[src/rtl/cpu_pkg.sv]
// Shared definitions for the fetch stage: next-PC select codes, fetch FSM
// states and the default reset vector.
package cpu_pkg;

  typedef enum logic [1:0] {
    PC_SEQ    = 2'd0,
    PC_JUMP   = 2'd1,
    PC_BRANCH = 2'd2,
    PC_JR     = 2'd3
  } sel_pc_e;

  typedef enum logic [1:0] {
    S_REQ  = 2'd0,
    S_WAIT = 2'd1,
    S_HOLD = 2'd2
  } fetch_state_e;

  localparam logic [31:0] DEFAULT_RESET_PC = 32'h0000_0000;

  // Branch immediate is a signed word offset; turn it into a byte offset.
  function automatic logic [31:0] branch_offset(input logic [15:0] imm);
    return {{14{imm[15]}}, imm, 2'b00};
  endfunction

endpackage

[src/rtl/fetch_next_pc.sv]
// Combinational next-PC selection for the fetch stage. Only the low 26 bits
// of the instruction word are ever needed (jump index / branch immediate).
module fetch_next_pc
  import cpu_pkg::*;
(
  input  logic [31:0] pc,
  input  logic [25:0] inst,
  input  logic [1:0]  sel_pc,
  input  logic [31:0] jr_addr,
  output logic [31:0] next_pc,
  output logic        misalign
);

  logic [31:0] pc_plus4;

  assign pc_plus4 = pc + 32'd4;

  always_comb begin
    next_pc  = pc_plus4;
    misalign = 1'b0;
    case (sel_pc_e'(sel_pc))
      PC_SEQ:    next_pc = pc_plus4;
      PC_JUMP:   next_pc = {pc_plus4[31:28], inst[25:0], 2'b00};
      PC_BRANCH: next_pc = pc_plus4 + branch_offset(inst[15:0]);
      PC_JR: begin
        // Low bits are dropped so fetch stays aligned; the error is flagged.
        next_pc  = {jr_addr[31:2], 2'b00};
        misalign = |jr_addr[1:0];
      end
    endcase
  end

endmodule

[src/rtl/fetch_unit.sv]
// Instruction fetch stage: owns the PC, issues one-cycle requests to
// instruction memory and holds the fetched word until the datapath consumes it.
//
// state  | meaning
// S_REQ  | imem_req high for one cycle; zero-latency data accepted here
// S_WAIT | request outstanding, waiting for imem_rvalid
// S_HOLD | inst/pc valid; waiting for inst_ready to advance the PC
module fetch_unit
  import cpu_pkg::*;
#(
  parameter logic [31:0] RESET_PC = DEFAULT_RESET_PC
) (
  input  logic        clk,
  input  logic        nrst,
  output logic        imem_req,
  output logic [31:0] imem_addr,
  input  logic        imem_rvalid,
  input  logic [31:0] imem_rdata,
  output logic        inst_valid,
  output logic [31:0] inst,
  output logic [31:0] pc,
  output logic [31:0] pc_plus4,
  input  logic        inst_ready,
  input  logic [1:0]  sel_pc,
  input  logic [31:0] jr_addr,
  output logic        err_misalign
);

  localparam logic [31:0] RESET_PC_ALIGNED = {RESET_PC[31:2], 2'b00};

  fetch_state_e state_q, state_d;

  logic [31:0] pc_q;
  logic [31:0] inst_q;
  logic        valid_q;
  logic        err_q;
  logic        capture;
  logic        advance;
  logic [31:0] next_pc;
  logic        misalign;

  always_ff @(posedge clk or negedge nrst) begin
    if (!nrst) state_q <= S_REQ;
    else       state_q <= state_d;
  end

  always_comb begin
    state_d = state_q;
    case (state_q)
      S_REQ:   state_d = imem_rvalid ? S_HOLD : S_WAIT;
      S_WAIT:  if (imem_rvalid) state_d = S_HOLD;
      S_HOLD:  if (inst_ready) state_d = S_REQ;
      default: state_d = S_REQ;
    endcase
  end

  // The request is masked while reset is held, since S_REQ is also the reset state.
  always_comb begin
    imem_req = 1'b0;
    capture  = 1'b0;
    advance  = 1'b0;
    case (state_q)
      S_REQ: begin
        imem_req = nrst;
        capture  = imem_rvalid;
      end
      S_WAIT:  capture = imem_rvalid;
      S_HOLD:  advance = inst_ready;
      default: ;
    endcase
  end

  fetch_next_pc u_next_pc (
    .pc      (pc_q),
    .inst    (inst_q[25:0]),
    .sel_pc  (sel_pc),
    .jr_addr (jr_addr),
    .next_pc (next_pc),
    .misalign(misalign)
  );

  always_ff @(posedge clk or negedge nrst) begin
    if (!nrst) begin
      pc_q    <= RESET_PC_ALIGNED;
      inst_q  <= 32'h0;
      valid_q <= 1'b0;
      err_q   <= 1'b0;
    end else begin
      if (capture) begin
        inst_q  <= imem_rdata;
        valid_q <= 1'b1;
      end
      if (advance) begin
        pc_q    <= next_pc;
        valid_q <= 1'b0;
        if (misalign) err_q <= 1'b1;
      end
    end
  end

  assign imem_addr    = pc_q;
  assign pc           = pc_q;
  assign pc_plus4     = pc_q + 32'd4;
  assign inst         = inst_q;
  assign inst_valid   = valid_q;
  assign err_misalign = err_q;

endmodule

[config.mk]
export PLATFORM = sky130hd
export DESIGN_NAME = fetch_unit
export DESIGN_NICKNAME = d
export VERILOG_FILES = /design/src/rtl/cpu_pkg.sv /design/src/rtl/fetch_next_pc.sv /design/src/rtl/fetch_unit.sv
export SDC_FILE = /design/constraint.sdc
export NUM_CORES = 1
export LEC_CHECK = 0
export ABC_AREA = 1
export CORE_MARGIN = 2
export CORE_UTILIZATION = 53
export DETAILED_ROUTE_END_ITERATION = 16
export GPL_ROUTABILITY_DRIVEN = 0
export PLACE_DENSITY = 0.89
export SYNTH_ARGS = -nofsm -noshare
export SYNTH_HDL_FRONTEND = slang
export SYNTH_SLANG_ARGS = --single-unit
[constraint.sdc]
create_clock -name clk -period 5.6 [get_ports clk]
set_input_delay 1.68 -clock clk [delete_from_list [all_inputs] [get_ports clk]]
set_output_delay 1.68 -clock clk [all_outputs]
set_load 0.05 [all_outputs]
# ---- Word level (Yosys, flattened, before mapping)
# Cells that the tools add are included.
# W data, S select, Z words.
dict set report word_totals {
  latchBits 0
  reg_bits 68
  n_memories 0
  in_bits 70
  out_inout_bits 131
  rom_bits 0
  ramBits 0
  wordCells 32
}
dict set report op_classes {
  n_reduce_logical 7
  n_mux 11
  div 0
  n_addsub 2
  n_bitwise 0
  magnitude_cmp 0
  n_shift 0
  n_mul 0
  n_eq_ne 7
}
# cell count
set op_table {}
lappend op_table {{$pmux W32 S4} 1}
lappend op_table {{$add A32 B3 Y32 const B} 1}
lappend op_table {{$add A32 B32 Y32} 1}
lappend op_table {{$eq A2 B2 Y1 const B} 3}
lappend op_table {{$mux W1} 6}
lappend op_table {{$mux W2} 3}
lappend op_table {{$pmux W2 S3} 1}
lappend op_table {{$eq A2 B1 Y1 const B} 2}
lappend op_table {{$logic_not A2 Y1} 2}
lappend op_table {{$ne A2 B2 Y1 const B} 2}
lappend op_table {{$reduce_and A2 Y1} 2}
lappend op_table {{$reduce_or A2 Y1} 2}
lappend op_table {{$reduce_bool A2 Y1} 1}

# ---- Depth between registers and ports, before layout
# Gate-level depths: netlist (run 1).
dict set report depth {
  depth_word 5
  ltp_mapped 24
  ltp_nobuf 24
}

# ---- Cells and area by module
# Synthesis (run 1) repeated with hierarchy kept, for this count alone.
dict set report hier_totals {
  cells_unflattened 1238
  hier_area_um2 7724.9
}
# module seq_area_each_um2 cells_per_inst n_inst area_each_um2
set by_module_without_submodules {}
lappend by_module_without_submodules {fetch_next_pc 0.0 806 1 4005.1}
lappend by_module_without_submodules {fetch_unit 1701.6 432 1 3719.8}

# ---- Worst setup path before layout (run 1)
# Ideal clock, no wire load.
dict set report synth_timing {
  path_kind {input-to-output}
  start {in nrst}
  end {out imem_req}
  cell_stages 1
  n_path_buf 0
  t_arrival_ns 2.826
  required_time_ns 3.920
  setup_slack_ns 1.094
  path_cell_list {nor3b_1}
}
dict set report synth_via {
  elab_chain_cells 1
}
# element line
set synth_lines {}
lappend synth_lines {{start: declaration} fetch_unit.sv:14} ;# input logic nrst,
lappend synth_lines {{$mux W1} fetch_unit.sv:62} ;# case (state_q)
lappend synth_lines {{end: declaration} fetch_unit.sv:15} ;# output logic imem_req,
# No other way between the ends.

# ---- Worst setup path after layout (run 1)
# Same ends and word-level chain as after synthesis.

==> summary.md, run 1 <==
| Metric | Value |
|---|---|
| GRT overflow | `0` |
| Initial Util | `between 50% and 60%` |
| #FFs+latches synth | `66` |
| I/O Buffers | `roughly 190` |
| Quantity of gates resized following cts | `0` |
| Seq/Total Area, Yosys | `24.70%` |
| Clock Skews | `roughly 0.0063 ns` |
| Combinational power share | `between 70% and 80%` |
| Routed wire length per instance | `16.19 µm` |
| Final setup violation count | `0` |
| Avg Inst Size Synth | `6.025 µm²` |
| CTS tree | `done` |
| Max-slew violation count | `0` |
| Drt drc | `0` |
| Yosys warnings | `0` |
| Outcome | `finished, final reports clean` |
| Gr usage total | `34.72%` |
| CP Launch Type | `primary input` |
| Drt pass-1 iters | `6` |
| Final core occ | `71.11%` |
| Sequential power share | `16.9%` |
| Vias | `around 8000` |
| Synth unique cells | `45` |
| Hold Path Stages | `2` |
| CTS Sinks | `66` |
| CP max stage cell | `clkdlybuf4s50_1` |
| TNS Setup | `0 ns` |
| Fmax | `0.2131 GHz` |
| Layout cell share with drive strength beyond 1 | `4.953%` |
| Die ar. | `between 10000 and 15000 µm²` |
| Final hold vios | `0` |
| Core region area | `12470 µm²` |
| Vias in the first global route | `7387` |
| Final Worst Setup Slack | `0.9067 ns` |
| Post-DR vias/cell | `around 5.5` |
| Hold Path End | `inst[26]` |
| Total CTS buffers | `9` |
| Worst r2r src | `imem_addr[3]` |
| Worst VDD drop | `401.7 µV` |
| Unrepaired setup endpoints after global routing | `false` |
| Min-Delay Startpoint | `inst[26]` |
| Clock root buffer | `clkbuf_16` |
| R2r setup slk | `1.89 ns` |
| First-iteration detailed-routing DRC count | `851` |
| Overall routed net length | `~23000 µm` |
| Area Overhead vs Synth | `32.55%` |
| Arrival time worst endpoint | `3.01 ns` |
| Reg area | `between 1500 and 2000 µm²` |
| Int Pwr | `approximately 2.2 mW` |
| Reg2reg end | `imem_addr[27]` |
| Die height | `about 120 µm` |
| Leakage | `roughly 4.5 nW` |
| CP Class | `in2out` |
| Slew HR | `28.51%` |
| CTS max path bufs | `2` |
| CP Capture Type | `output pin` |
| R2R cell count | `19` |
| Syn Inst Count | `between 1000 and 1500` |
| Nets | `1372` |
| Hold-fix buffers at CTS | `0` |
| Hold crit path type | `reg2reg` |
| Commonest non-fill, non-tap cell in the layout | `nand2_1` |
| Total power | `5.182 mW` |
| DRT antenna net count | `0` |
| Max-cap violations | `0` |
| Detailed placer's ending HPWL | `18040 µm` |
| Antenna diodes | `0` |
| Slew @ Worst Pin | `1.071 ns` |
| Post-Place Setup Slack | `0.8448 ns` |
| H-tree levels | `3` |
| Worst skew pair latency | `around 0.33 ns` |
| CP Max Fanout | `2` |
| Largest net degree at the start of global routing | `between 60 and 70` |
| Initial antenna violation count | `0` |
| Die width | `116.3 µm` |
| Psw | `3.030 mW` |
| Sw Ratio | `between 50% and 60%` |
| Clk network pwr share | `11.9%` |
| First-pass GRT wire length | `36270 µm` |
| Row count | `41` |
| PD cells | `around 600 nW/µm²` |
| CP Launch Point | `nrst` |
| Top Ports | `201` |
| Fin crit share | `83.81%` |
| Most frequent cells in the layout | `455 x nand2_1, 193 x clkdlybuf4s50_1, 163 x inv_1, 75 x nor2_1, 66 x dfrtp_1` |
| Clock slew at reported path FFs | `0.06 ns` |
| Area of the multi-input gates | `4041 µm²` |
| Post-Syn Area | `6688 µm²` |
| Postcts setup bufs | `0` |
| Fin crit period | `4.693 ns` |
| Crit-path max cell delay | `between 0.8 and 0.9 ns` |
| CP cell instances | `buf_2, nor3b_1, clkdlybuf4s50_1` |
| Worst Path Required | `3.92 ns` |
| Fill cells | `1032` |
-- metal layers --
layer  vias up  global-route usage, %  wire length, µm
li1       3731                      -                -
met1      3565                  43.46             8916
met2       485                  57.05            10760
met3        91                  8.666             2648
met4         0                  15.00             1063
met5         -                      0                0
-- registers in the layout (all words and copies together) (netlist names) --
register,cells
err_misalign,1
state_q,2
inst_valid,1
imem_addr,30
inst,32
-- power by group through the flow --
stage | registers (mW) | logic (mW) | clock network [mW]
after global placement | 0.866 | 3.56 | 0
after CTS | 0.865 | 3.65 | 0.619
after detailed placement | 0.870 | 3.62 | 0
after floorplan | 1.30 | 2.14 | 0
final | 0.874 | 3.69 | 0.617
after global routing | 0.893 | 3.93 | 0.641
-- per-stage QoR --
stage | hold slack [ns] | instances | area (µm²)
after global routing | 0.5089 | 1444 | 8865
after detailed placement | 0.4682 | 1428 | 8543
after CTS | 0.4860 | 1444 | 8865
final | 0.4824 | 1444 | 8865
after floorplan | 0.4404 | 1115 | 6706
after global placement | 0.4623 | 1428 | 8543
-- cell usage after synthesis --
cell type  instances  area (µm²)
o21ai_0           28       140.1
buf_1              1       3.750
nand3_2            3       30.03
and3_1             1       6.260
fa_1               1       20.02
clkbuf_2           1       5.000
conb_1             1       3.750
xnor2_1            5       43.79
nor3_4             1       16.27
a2111oi_0          2       17.52
nand2_1          455        1708
a221oi_1          20       175.2
o21bai_1           5       37.54
xor2_1            12       105.1
a21oi_1           34       170.2
and2_1             2       12.51
o211ai_1          10       75.07
inv_2              5       18.77
inv_1            163       611.8
nor2_1            76       285.3
nor2_4             6       67.56
o2111ai_1          1       8.760
a21oi_2            1       8.760
nand2_2           11       68.82
nand3_4            1       17.52
clkbuf_1          18       67.56
dfrtp_1           66        1652
a21boi_1           1       7.510
a211oi_1           1       7.510
nand3b_1           4       30.03
nor3_2             3       30.03
nor3_1            18       90.09
ha_1              34       425.4
clkinv_1           2       7.510
buf_2              4       20.02
nand4_1            6       37.54
o31ai_1            2       15.01
buf_4             36       270.3
o21ai_1            3       15.01
nor3b_1            1       7.510
nand3_1           55       275.3
nor2_2             7       43.79
nand2_4            1       11.26
or2_1              1       6.260
buf_6              1       11.26
-- cell families (layout without fill, tap and decap cells) --
logic type               after synthesis  after routing  share of synthesized area, %
AO/OA/AOI/OAI                        108            108                         10.14
adder cells (fa/ha/maj)               35             35                         6.660
AND/OR/NAND/NOR                      652            652                         41.03
XOR/XNOR                              17             17                         2.226
other                                  1              6                       0.05607
flip-flops                            66             66                         24.70
buffers and inverters                231            388                         15.19
-- how the worst max path moves through the flow --
stage                     to  slack, ns  cells after the start
floorplan           imem_req       1.09                      1
global placement    imem_req       0.87                      3
detailed placement  imem_req       0.84                      3
CTS                 imem_req       0.83                      3
global route        imem_req       0.81                      3
finish              imem_req       0.91                      3
-- critical path: cells and delay by family --
kind | cells | cell delay (ns)
buffers and inverters | 2 | 1.00
AND/OR/NAND/NOR | 1 | 0.34
-- cell type report --
class,instances,share of cell area (%)
well taps,172,2.428
flip-flops and latches,66,18.63
repair buffers,202,22.53
clock buffers,12,2.781
multi-input cells,818,45.59
inverters,170,7.198
clock inverters,4,0.8469
No activity file was read; power rests on OpenSTA's default activity.
==> run 2: changes to the inputs <==
--- a/config.mk
+++ b/config.mk
@@ -7,10 +7,10 @@
 export LEC_CHECK = 0
 export ABC_AREA = 1
 export CORE_MARGIN = 2
-export CORE_UTILIZATION = 53
+export CORE_UTILIZATION = 44
 export DETAILED_ROUTE_END_ITERATION = 16
 export GPL_ROUTABILITY_DRIVEN = 0
-export PLACE_DENSITY = 0.89
+export PLACE_DENSITY = 0.79
 export SYNTH_ARGS = -nofsm -noshare
 export SYNTH_HDL_FRONTEND = slang
 export SYNTH_SLANG_ARGS = --single-unit
==> constraint.sdc (replaced) <==
create_clock -name clk -period 4.1 [get_ports clk]
set_input_delay 1.23 -clock clk [delete_from_list [all_inputs] [get_ports clk]]
set_output_delay 1.23 -clock clk [all_outputs]
set_load 0.05 [all_outputs]
==> run 2 against run 1 <==
Against the previous run:
- setup slack worse by 0.81 ns
- via count shrank 1.9%
- sequential cell count unchanged
- clock power is 65% higher
- hold slack worse by 0.013 ns
- cell count up 1.3%
- non-clock buffer count grew 3
- wire length grew 3.8%
- sequential share of layout area down 0.27 points
- critical path type is now reg2out
- global-route usage decreased by 4.8 points
- register-to-register slack lost 1.5 ns
==> summary.md, run 2 (synthesis results as in run 1) <==
| Metric | Value |
|---|---|
| Outcome | `finished, final reports clean` |
| Fill cells | `1404 (+36%)` |
| Slew HR | `42.64% (+14 points)` |
| R2r setup slk | `0.40 ns (-1.49 ns)` |
| H-tree levels | `3 (unchanged)` |
| DRT antenna net count | `0 (unchanged)` |
| Worst VDD drop | `366.2 µV (-8.8%)` |
| Worst Setup EP | `pc_plus4[22]` |
| Fmax | `0.2497 GHz` |
| Initial antenna violation count | `0 (unchanged)` |
| Unrepaired setup endpoints after global routing | `false` |
| Nets | `1375 (+0.22%)` |
| GRT overflow | `0 (unchanged)` |
| Layout cell share with drive strength beyond 1 | `5.412% (+0.46 points)` |
| Detailed placer's ending HPWL | `19170 µm (+6.3%)` |
| Clock root buffer | `clkbuf_16` |
| Design Area, Final | `8997 µm² (+1.5%)` |
| Largest net degree at the start of global routing | `65 (-3.0%)` |
| Clk network pwr share | `14.0% (+2.1 points)` |
| Row count | `45 (+9.8%)` |
| PD cells | `810.5 nW/µm² (+39%)` |
| Psw | `4.190 mW (+38%)` |
| Die width | `127.3 µm (+9.4%)` |
| R2R cell count | `19 (unchanged)` |
| TNS Setup | `0 ns (unchanged)` |
| Fin crit share | `97.67%` |
| CP Capture Type | `output pin` |
| Combinational power share | `69.8% (-1.4 points)` |
| Core region area | `15030 µm² (+21%)` |
| Top Ports | `201 (unchanged)` |
| Sw Ratio | `57.46% (-1.0 points)` |
| Int Pwr | `3.102 mW (+44%)` |
| Final hold vios | `0 (unchanged)` |
| Commonest non-fill, non-tap cell in the layout | `nand2_1` |
| Post-DR vias/cell | `5.278 (-3.2%)` |
| Slew @ Worst Pin | `0.8603 ns (-0.2109 ns)` |
| Die ar. | `16200 µm² (+20%)` |
| Antenna diodes | `0 (unchanged)` |
| Vias in the first global route | `7268 (-1.6%)` |
| CP Launch Type | `register` |
| First-pass GRT wire length | `37940 µm (+4.6%)` |
| CTS Sinks | `66 (unchanged)` |
| Hold-fix buffers at CTS | `0 (unchanged)` |
| Quantity of gates resized following cts | `0 (unchanged)` |
| Sequential power share | `16.2% (-0.7 points)` |
| Max-cap violations | `0 (unchanged)` |
| Worst r2r src | `imem_addr[3]` |
| Drt pass-1 iters | `6 (unchanged)` |
| Final setup violation count | `0 (unchanged)` |
| Reg2reg end | `imem_addr[27]` |
| Total CTS buffers | `9 (unchanged)` |
| Routed wire length per instance | `16.59 µm (+2.4%)` |
| Most frequent cells in the layout | `455 x nand2_1, 186 x clkdlybuf4s50_1, 163 x inv_1, 75 x nor2_1, 66 x dfrtp_1` |
| First-iteration detailed-routing DRC count | `687 (-19%)` |
| Postcts setup bufs | `0 (unchanged)` |
| CP Max Fanout | `5 (+3)` |
| Fin crit period | `around 4.0 ns` |
| CTS tree | `done` |
| Clock Skews | `0.006602 ns (+0.0003271 ns)` |
| CTS max path bufs | `2 (unchanged)` |
| CP Class | `reg2out` |
| Leakage | `4.664 nW (+2.9%)` |
| Hold crit path type | `reg2reg` |
| Arrival time worst endpoint | `2.77 ns (-0.24 ns)` |
| Drt drc | `0 (unchanged)` |
| Dpl cell area | `8596 µm² (+0.62%)` |
| Worst Path Required | `2.87 ns (-1.05 ns)` |
| Clock slew at reported path FFs | `0.06 ns (about the same)` |
| Initial Util | `44.49% (-9.2 points)` |
| Overall routed net length | `24260 µm (+3.8%)` |
| I/O Buffers | `194 (unchanged)` |
| Max-slew violation count | `0 (unchanged)` |
| CP Launch Point | `imem_addr[15]` |
| Die height | `127.3 µm (+9.4%)` |
| Max reg flops | `32 (unchanged)` |
| Area Overhead vs Synth | `34.54%` |
| Worst skew pair latency | `0.34 ns (about the same)` |
| Total power | `7.292 mW (+41%)` |
| Vias | `7722 (-1.9%)` |
| Gr usage total | `29.95% (-4.8 points)` |
run 2: cell types whose count changed in the layout (fill, tap and decap cells not counted):
| cell | previous run | this run |
|---|---|---|
| clkinvlp_4 | 2 | 0 |
| buf_4 | 8 | 11 |
| bufinv_16 | 2 | 4 |
| dlymetal6s2s_1 | 0 | 6 |
| clkdlybuf4s50_1 | 193 | 186 |
| buf_12 | 0 | 1 |
| clkbuf_1 | 2 | 0 |
| clkbuf_8 | 1 | 3 |
run 2: layout make-up:
cell class / instances / area [µm²] / area share (%)
multi-input cells: 818 / 4041 / 44.92
repair buffers: 205 / 2044 / 22.72
flip-flops and latches: 66 / 1652 / 18.36
inverters: 170 / 638.1 / 7.092
clock buffers: 12 / 266.5 / 2.962
well taps: 188 / 235.2 / 2.614
clock inverters: 4 / 120.1 / 1.335
run 2: per-layer routing:
metal	routed length (µm)	global-route usage [%]	up-vias
li1	-	-	3749
met1	9910	38.92	3485
met2	10960	48.82	419
met3	2468	6.658	69
met4	926	11.38	0
met5	0	0	-
run 2: through the flow:
step | std cells | setup slack [ns] | utilization (%) | hold slack, ns
final | 1463 | 0.09536 | 59.85 | 0.4695
after global routing | 1463 | 0.01005 | 59.85 | 0.5014
after global placement | 1447 | 0.4917 | 57.18 | 0.4587
after detailed placement | 1447 | 0.4200 | 57.18 | 0.4655
after CTS | 1463 | 0.04207 | 59.75 | 0.4797
after floorplan | 1115 | 0.4944 | - | 0.4404
run 2: critical path, stage by stage, from the launching register on:
cell	delay, ns
dfrtp_1	0.54
inv_1	0.12
nor3_1	0.26
nand2_1	0.14
nor2_1	0.11
nand3_1	0.09
xor2_1	0.18
inv_1	0.16
clkdlybuf4s50_1	0.83
run 2: power by group through the flow:
stage                     Sequential, mW  Combinational (mW)  Clock [mW]
after global placement              1.17                4.97           0
after CTS                           1.17                5.04        1.02
after global routing                1.21                5.43        1.06
final                               1.18                5.09        1.02
after detailed placement            1.18                5.01           0
after floorplan                     1.77                2.92           0
run 2: how the worst min path moves through the flow:
| stage | startpoint | end | slack, ns | cells past startpoint |
|---|---|---|---|---|
| 6_report | err_misalign | err_misalign | 0.47 | 1 |
| 5_1_grt | state_q[1] | state_q[0] | 0.50 | 1 |
| 2_1_floorplan | state_q[1] | state_q[0] | 0.44 | 1 |
| 3_5_place_dp | inst[26] | inst[26] | 0.47 | 2 |
| 4_1_cts | err_misalign | err_misalign | 0.48 | 1 |
| 3_3_place_gp | err_misalign | err_misalign | 0.46 | 1 |
==> edit (settings of run 2) <==
Reset style: synchronous (`nrst`), changed in 2 clocked blocks.
--- a/src/rtl/fetch_unit.sv
+++ b/src/rtl/fetch_unit.sv
@@ -41,3 +41,3 @@
 
-  always_ff @(posedge clk or negedge nrst) begin
+  always_ff @(posedge clk) begin
     if (!nrst) state_q <= S_REQ;
@@ -81,3 +81,3 @@
 
-  always_ff @(posedge clk or negedge nrst) begin
+  always_ff @(posedge clk) begin
     if (!nrst) begin
Formal check against the unedited RTL: differs if nrst is asserted again (counterexample within 4 cycles, from zero or initial values and one cycle with nrst low); with nrst held inactive, the same outputs for 10 cycles.
==> edit against run 2 <==
  * Final area fell by 7.0%
  * Critical path depth is 2 higher
  * Wire length fell by 7.9%
  * Synthesized area fell by 8.8%
  * Sequential cell count unchanged
  * Worst setup slack improved by 0.065 ns
  * Critical path type unchanged
  * Highest routed layer unchanged
Power is left out: it rests on default switching activity, and per cell area and clock period it moved more than threefold.
==> edit: results (changes against run 2) <==
DP Area=8040 um^2 (-6.4%); WP data arrival=2.71 ns (-0.06 ns); Vias=7,257 (-6.0%); vias in the first global route=6,756 (-7.0%); layout cells sized above 1=5.10% (-0.32 points); Reg2Reg Depth=18 (-1); Overall Global Routing Usage=30.3% (+0.39 points); DR WL/cell=16.2 um (-2.2%); Root Buffer=clkbuf_16; Least-Margin Pin Slew=0.978 ns (+0.117 ns); outcome=finished clean; drt pass-1 iters=5 (-1); # port buffers=194 (unchanged); register area share after synthesis=21.7% (-3.0 points); FF-to-FF setup slack=0.45 ns (+0.05 ns); nets=1,297 (-5.7%); Worst Path Max Fanout=6 (+1); class of the worst hold path=reg2reg; hold slack=0.480 ns (+0.0102 ns); Slowest cell on crit path=clkdlybuf4s50_1; post-detail-place hpwl=18.1 mm (-5.8%); hold path start=state_q[1]$_SDFFE_PN0P_; Synth cell types=40 (-11%); DRT iter0 DRCs=880 (+28%); Synth async-reset ratio=0% (-100 points); first-pass GRT wire length=35.2 mm (-7.3%); hold path endpoint=state_q[0]$_SDFFE_PN0P_; DP Worst Slack=0.400 ns (-0.0198 ns); Commonest cells post-synth=292 x nand2_1, 135 x nor2_1, 134 x inv_1; syn avg cell area=5.95 um^2 (-1.3%); fin cells=1,377 (-5.9%); CP peak stage delay=0.81 ns (-0.02 ns); clk_skew=0.00666 ns (+0.0000604 ns); top post-synthesis cells by area=dfxtp_1 22%, nand2_1 18%, nor2_1 8.3%; Worst R2R Start=imem_addr[12]$_SDFFE_PN0P_; Yosys warning count=0 (unchanged); largest net degree at the start of global routing=39 (-40%); Main synth FF type=dfxtp_1; capturing point of the worst reg2reg path=imem_addr[29]$_SDFFE_PN0P_; CTS Buf Count=9 (unchanged)
edit: logic make-up (layout without fill, tap and decap cells):
kind of cell,Yosys count,in the layout,synth area share [%]
adder cells (fa/ha/maj),35,35,7.30
other,1,6,0.0615
XOR/XNOR,22,22,3.16
AO/OA/AOI/OAI,173,173,16.6
AND/OR/NAND/NOR,532,532,36.6
flip-flops,66,66,21.7
buffers and inverters,197,363,14.6
edit: per-layer routing:
layer | part of all wire (%) | wire, um | GRT usage, % | vias to the layer above
li1 | - | - | - | 3612
met1 | 42 | 9310 | 38.6 | 3233
met2 | 46 | 10300 | 50.5 | 348
met3 | 9.0 | 2010 | 6.27 | 64
met4 | 3.4 | 761 | 11.4 | 0
met5 | 0 | 0 | 0 | -
edit: worst max-delay path by stage:
stage                                            end  slack [ns]  cells past startpoint                       start
after floorplan           imem_addr[28]$_SDFFE_PN0P_        0.18                     18   imem_addr[2]$_SDFFE_PN0P_
after CTS                               pc_plus4[16]       0.002                      7  imem_addr[12]$_SDFFE_PN0P_
after global placement                  pc_plus4[16]        0.42                      7  imem_addr[12]$_SDFFE_PN0P_
final                                   pc_plus4[21]        0.16                     10   imem_addr[2]$_SDFFE_PN0P_
after global routing                    pc_plus4[21]       0.001                     10   imem_addr[2]$_SDFFE_PN0P_
after detailed placement                pc_plus4[16]        0.40                      7  imem_addr[12]$_SDFFE_PN0P_
edit: area by class of cell:
cell class                      count  area, um^2
Multi-Input combinational cell    768        3910
Clock buffer                       11         253
Inverter                          135         507
Sequential cell                    66        1320
Tap cell                          180         225
Clock inverter                      5        52.6
Fill cell                        1306        5350
Timing Repair Buffer              212        2100
edit: what timing repair did:
item                                    in CTS  in global routing
endpoints found under the setup margin       0                  7
setup buffers                                0                  0
resized for setup                            0                  7
